--- src/rtl/sync_fifo_pkg.sv ---
// Shared constants and sizing helpers for the synchronous FIFO.
//   FIFO_WIDTH_DEF / FIFO_DEPTH_DEF : default word width and entry count
//   ptr_width()                     : bits needed to address FIFO_DEPTH entries
//   cnt_width()                     : bits needed to hold 0..FIFO_DEPTH
package sync_fifo_pkg;

  localparam int FIFO_WIDTH_DEF = 16;
  localparam int FIFO_DEPTH_DEF = 8;

  function automatic int ptr_width(input int depth);
    return (depth > 1) ? $clog2(depth) : 1;
  endfunction

  function automatic int cnt_width(input int depth);
    return $clog2(depth + 1);
  endfunction

endpackage

--- src/rtl/sync_fifo_mem.sv ---
// Storage array for sync_fifo: synchronous write port, registered read port.
//   clk, rst_n        : clock, asynchronous active-low reset (read register only)
//   wr_en/wr_addr/wr_data : write port, stored on the rising edge
//   rd_en/rd_addr     : read request; rd_data updates on the rising edge
//   rd_data           : registered read data, holds when rd_en is low
module sync_fifo_mem #(
  parameter int WIDTH = 16,
  parameter int DEPTH = 8,
  parameter int AW    = 3
) (
  input  logic             clk,
  input  logic             rst_n,
  input  logic             wr_en,
  input  logic [AW-1:0]    wr_addr,
  input  logic [WIDTH-1:0] wr_data,
  input  logic             rd_en,
  input  logic [AW-1:0]    rd_addr,
  output logic [WIDTH-1:0] rd_data
);

  logic [WIDTH-1:0] mem [DEPTH];

  // Array contents need no reset; stale words are never read before written.
  always_ff @(posedge clk) begin
    if (wr_en) mem[wr_addr] <= wr_data;
  end

  // Reads see the array before this edge's write lands, so a simultaneous
  // read and write to the same entry returns the old word.
  always_ff @(posedge clk or negedge rst_n) begin
    if (!rst_n)     rd_data <= '0;
    else if (rd_en) rd_data <= mem[rd_addr];
  end

endmodule

--- src/rtl/sync_fifo.sv ---
// Single-clock synchronous FIFO with write acknowledge and error flags.
//   clk, rst_n   : clock, asynchronous active-low reset
//   data_in      : write data, stored when wr_en && !full
//   wr_en, rd_en : write / read requests
//   data_out     : registered read data (one-cycle latency, holds otherwise)
//   wr_ack       : previous-cycle write accepted
//   overflow     : previous-cycle write rejected (FIFO full)
//   underflow    : previous-cycle read rejected (FIFO empty)
//   full, almostfull, empty, almostempty : combinational decode of count
module sync_fifo
  import sync_fifo_pkg::*;
#(
  parameter int FIFO_WIDTH = FIFO_WIDTH_DEF,
  parameter int FIFO_DEPTH = FIFO_DEPTH_DEF
) (
  input  logic                  clk,
  input  logic                  rst_n,
  input  logic [FIFO_WIDTH-1:0] data_in,
  input  logic                  wr_en,
  input  logic                  rd_en,
  output logic [FIFO_WIDTH-1:0] data_out,
  output logic                  wr_ack,
  output logic                  overflow,
  output logic                  underflow,
  output logic                  full,
  output logic                  almostfull,
  output logic                  empty,
  output logic                  almostempty
);

  localparam int PTR_W = ptr_width(FIFO_DEPTH);
  localparam int CNT_W = cnt_width(FIFO_DEPTH);

  localparam logic [PTR_W-1:0] LAST_PTR  = PTR_W'(FIFO_DEPTH - 1);
  localparam logic [CNT_W-1:0] CNT_FULL  = CNT_W'(FIFO_DEPTH);
  localparam logic [CNT_W-1:0] CNT_AFULL = CNT_W'(FIFO_DEPTH - 1);
  localparam logic [CNT_W-1:0] CNT_AEMPTY = CNT_W'(1);

  logic [PTR_W-1:0] wr_ptr;
  logic [PTR_W-1:0] rd_ptr;
  logic [CNT_W-1:0] count;
  logic             wr_ok;
  logic             rd_ok;

  // Depth need not be a power of two, so wrap explicitly at the last entry.
  function automatic logic [PTR_W-1:0] next_ptr(input logic [PTR_W-1:0] p);
    return (p == LAST_PTR) ? '0 : p + 1'b1;
  endfunction

  assign full        = (count == CNT_FULL);
  assign almostfull  = (count == CNT_AFULL);
  assign empty       = (count == '0);
  assign almostempty = (count == CNT_AEMPTY);

  // Acceptance is judged on the pre-edge state: a full FIFO rejects a write
  // even if a read frees a slot on the same edge, and an empty FIFO rejects
  // a read even if a write fills it on the same edge.
  assign wr_ok = wr_en && !full;
  assign rd_ok = rd_en && !empty;

  sync_fifo_mem #(
    .WIDTH (FIFO_WIDTH),
    .DEPTH (FIFO_DEPTH),
    .AW    (PTR_W)
  ) u_mem (
    .clk     (clk),
    .rst_n   (rst_n),
    .wr_en   (wr_ok),
    .wr_addr (wr_ptr),
    .wr_data (data_in),
    .rd_en   (rd_ok),
    .rd_addr (rd_ptr),
    .rd_data (data_out)
  );

  always_ff @(posedge clk or negedge rst_n) begin
    if (!rst_n) begin
      wr_ptr    <= '0;
      rd_ptr    <= '0;
      count     <= '0;
      wr_ack    <= 1'b0;
      overflow  <= 1'b0;
      underflow <= 1'b0;
    end else begin
      if (wr_ok) wr_ptr <= next_ptr(wr_ptr);
      if (rd_ok) rd_ptr <= next_ptr(rd_ptr);

      case ({wr_ok, rd_ok})
        2'b10:   count <= count + 1'b1;
        2'b01:   count <= count - 1'b1;
        default: count <= count;
      endcase

      wr_ack    <= wr_ok;
      overflow  <= wr_en && full;
      underflow <= rd_en && empty;
    end
  end

endmodule

--- config.mk ---
export PLATFORM = sky130hd
export DESIGN_NAME = sync_fifo
export DESIGN_NICKNAME = d
export VERILOG_FILES = /design/src/rtl/sync_fifo_pkg.sv /design/src/rtl/sync_fifo_mem.sv /design/src/rtl/sync_fifo.sv
export SDC_FILE = /design/constraint.sdc
export NUM_CORES = 1
export LEC_CHECK = 0
export ABC_AREA = 1
export CAP_MARGIN = 20
export CORE_AREA = 4 4 128 130
export CTS_CLUSTER_SIZE = 20
export DETAILED_ROUTE_END_ITERATION = 8
export DIE_AREA = 0 0 132 134
export DONT_BUFFER_PORTS = 1
export PLACE_DENSITY = 0.64
export SYNTH_ARGS = -nofsm -noshare
export SYNTH_HDL_FRONTEND = slang
export SYNTH_SLANG_ARGS = --single-unit
--- constraint.sdc ---
create_clock -name clk -period 3.3 [get_ports clk]
set_input_delay 0.495 -clock clk [delete_from_list [all_inputs] [get_ports clk]]
set_output_delay 0.495 -clock clk [all_outputs]
set_load 0.005 [all_outputs]
==> flow_summary.ini <==
[outcome]
status = completed

[clock_tree]
post_cts.repair.setup_buffers = 0
cts_htree_levels = 4
numCtsBuffers = 17
clk_latency_ns = 0.43
cts_tree = built
clk_pin_slew_ns = 0.06
post_cts_resized = 0
clkSinkCount = 157
cts_root_buf = clkbuf_16
clockBufferDepth = 2

[routing]
avgRoutedWirePerCell_um = 16.1
drcViolationCount = 0
totalWireLength_mm = 13.8
drt_iter0_drc = 314
vias = 4319
ant_nets = 0
firstDrtPassIters = 5
viasPerCell = 5.04

[global_routing]
antenna_found_initial = 0
grt_max_degree = 67
grt_pass1_vias = 4283
grt_pass1_wl_mm = 21.8
grt.overflow.total = 0
track_usage = 0.163

[floorplan]
fp.dieArea_mm2 = 0.0177
die_w_um = 132
io_pins = 43
core_mm2 = 0.0151
dieHeight_um = 134
rows = 45
start_util = 0.447

[pwr]
leakage_nw = 3.35
vdd_drop_max_mv = 0.460
p_seq_frac = 0.418
clkPwrFrac = 0.298
netSwitchingFraction = 0.341
power.switching_mw = 2.24
powerDensity_mw_per_mm2 = 867
combPwrFrac = 0.284
internal_power_mw = 4.33

[sta]
hold_viol = 0
tightest_slew_ns = 0.793
worst_hold_slack_ns = 0.159
setup_tns_ns = 0
rsz0062_at_grt = no
clock_skew_ns = 0.0118
clock.fmax_mhz = 419
maxSlewHeadroom = 0.470
drv_slew = 0
final.period_utilization = 0.723
period_needed_ns = 2.38
setup_viol = 0

[placement]
hpwl_mm = 8.03
placedCellCount = 823
gp_congestion = 0.743
port_buffers = 0

[final_layout]
stdcell_count = 857
syn2layout_area_growth_pct = 12.0
fillerInstances = 1289
multi_input_area_mm2 = 0.00157
nets = 684
drive_above_1_share = 0.0837
diodes = 0
regArea_mm2 = 0.00457

[logic_synthesis]
synth_top_cell_area_share = 0.568
yosys.cell_types.count = 26
synth_nets = 676
ys_seq_elements = 157
synth_seq_area_share = 0.675
postSynthAreaPerCell_um2 = 10.4
yosysWarningCount = 0
synthCells = 648
syn-cell-area_mm2 = 0.00677
synth_top_cell_by_area = edfxtp_1
synth_area_leaders = edfxtp_1, nand2_1, dfrtp_1

[worst_setup_path]
rrSetupSlack_ns = 0.92
required_ns = 3.62
rr_startpoint = count[0]
critPathLaunchType = flip-flop
rr_worst_depth = 10
r2r-end = count[2]
cp.arrival_ns = 2.71
endpoint_kind = flip-flop
crit_fanout = 23
path_class = reg2reg

[min_path]
worst_hold_path_type = in2reg
hold_depth = 0
min-delay-start = data_in[1]
hold_end = u_mem.mem[5][1]

[flow_run]
cap_violations = 0
## power by group through the flow
stage / clock (mW) / combinational [mW] / sequential, mW
6_report: 1.96 / 1.87 / 2.74
5_1_grt: 2.07 / 2.12 / 2.78
4_1_cts: 1.99 / 1.89 / 2.75
3_5_place_dp: 0 / 1.86 / 2.79
3_3_place_gp: 0 / 1.79 / 2.78
2_1_floorplan: 0 / 1.46 / 2.73
## stage by stage
step                       util  area [µm²]  setup slack, ns  power, mW
after floorplan               -        6770             1.07       4.18
final                     0.500        7580            0.915       6.57
after global routing      0.500        7580            0.687       6.97
after global placement    0.458        6930             1.12       4.57
after detailed placement  0.458        6930            0.938       4.65
after CTS                 0.500        7580            0.931       6.62
## cell usage after synthesis, drive strengths merged
library cell,number
a21oi,2
buf,25
clkbuf,2
clkinv,1
dfrtp,29
edfxtp,128
ha,8
inv,118
nand2,206
nand3,102
nand4,1
nor2,13
nor3b,1
o21ai,8
o22ai,1
xnor2,2
xor2,1
## layout by cell type, fill, tap and decap left out, drive strengths merged
cell type	instances
xnor2	2
nand2	206
dlygate4sd3	1
inv	119
buf	15
nor3b	1
dfrtp	29
nor2	13
nand3	102
ha	8
edfxtp	128
o22ai	1
clkinv	3
o21ai	8
clkinvlp	2
xor2	1
a21oi	2
clkbuf	27
nand4	1
## routing by layer
metal / GRT usage / wire [µm] / share of wire
met1: 0.186 / 5630 / 0.41
met2: 0.281 / 7040 / 0.51
met3: 0.0495 / 821 / 0.059
met4: 0.0770 / 341 / 0.025
met5: 0 / 0 / 0
## sequential cells by signal, summed over array words and instances (netlist names)
signal         cells
count              4
overflow           1
rd_ptr             3
u_mem.mem        128
u_mem.rd_data     16
underflow          1
wr_ack             1
wr_ptr             3
## final cells by class
cell class / count / area share
clock buffers: 27 / 0.0763
clock inverters: 5 / 0.00512
inverters: 119 / 0.0596
multi-input cells: 345 / 0.207
flip-flops and latches: 157 / 0.603
well taps: 188 / 0.0310
repair buffers: 16 / 0.0178
## logic make-up after synthesis
group / count (synthesis) / synth area share
and+or+nand+nor: 323 / 0.205
adders and majority gates: 8 / 0.0148
DFF: 157 / 0.675
xor gates and xnor gates: 3 / 0.00388
AOI/OAI and AO/OA: 11 / 0.00832
buffers and inverters: 146 / 0.0925
## worst max-delay path, stage by stage (launching register included)
cell     delay (ns)
dfrtp_1        0.44
inv_1          0.11
ha_1           0.23
nand3_2        0.14
nand2_4        0.22
inv_4          0.17
ha_1           0.40
a21oi_1        0.19
o21ai_0        0.16
xor2_1         0.16
inv_1          0.05
## worst max-delay path by stage
| stage | from | end | slack [ns] | cells after the start |
|---|---|---|---|---|
| 2_1_floorplan | count[0] | u_mem.mem[1][0] | 1.07 | 9 |
| 3_3_place_gp | count[0] | count[2] | 1.12 | 10 |
| 3_5_place_dp | count[0] | count[2] | 0.94 | 10 |
| 4_1_cts | count[0] | count[2] | 0.93 | 10 |
| 5_1_grt | count[0] | count[2] | 0.69 | 10 |
| 6_report | count[0] | count[2] | 0.92 | 10 |
## timing repair
item / CTS / global route
hold buffers: 2 / 0
hold endpoints to repair: 29 / 0
endpoints found under the setup margin: 0 / 0
Power figures use the tool's default switching activity.
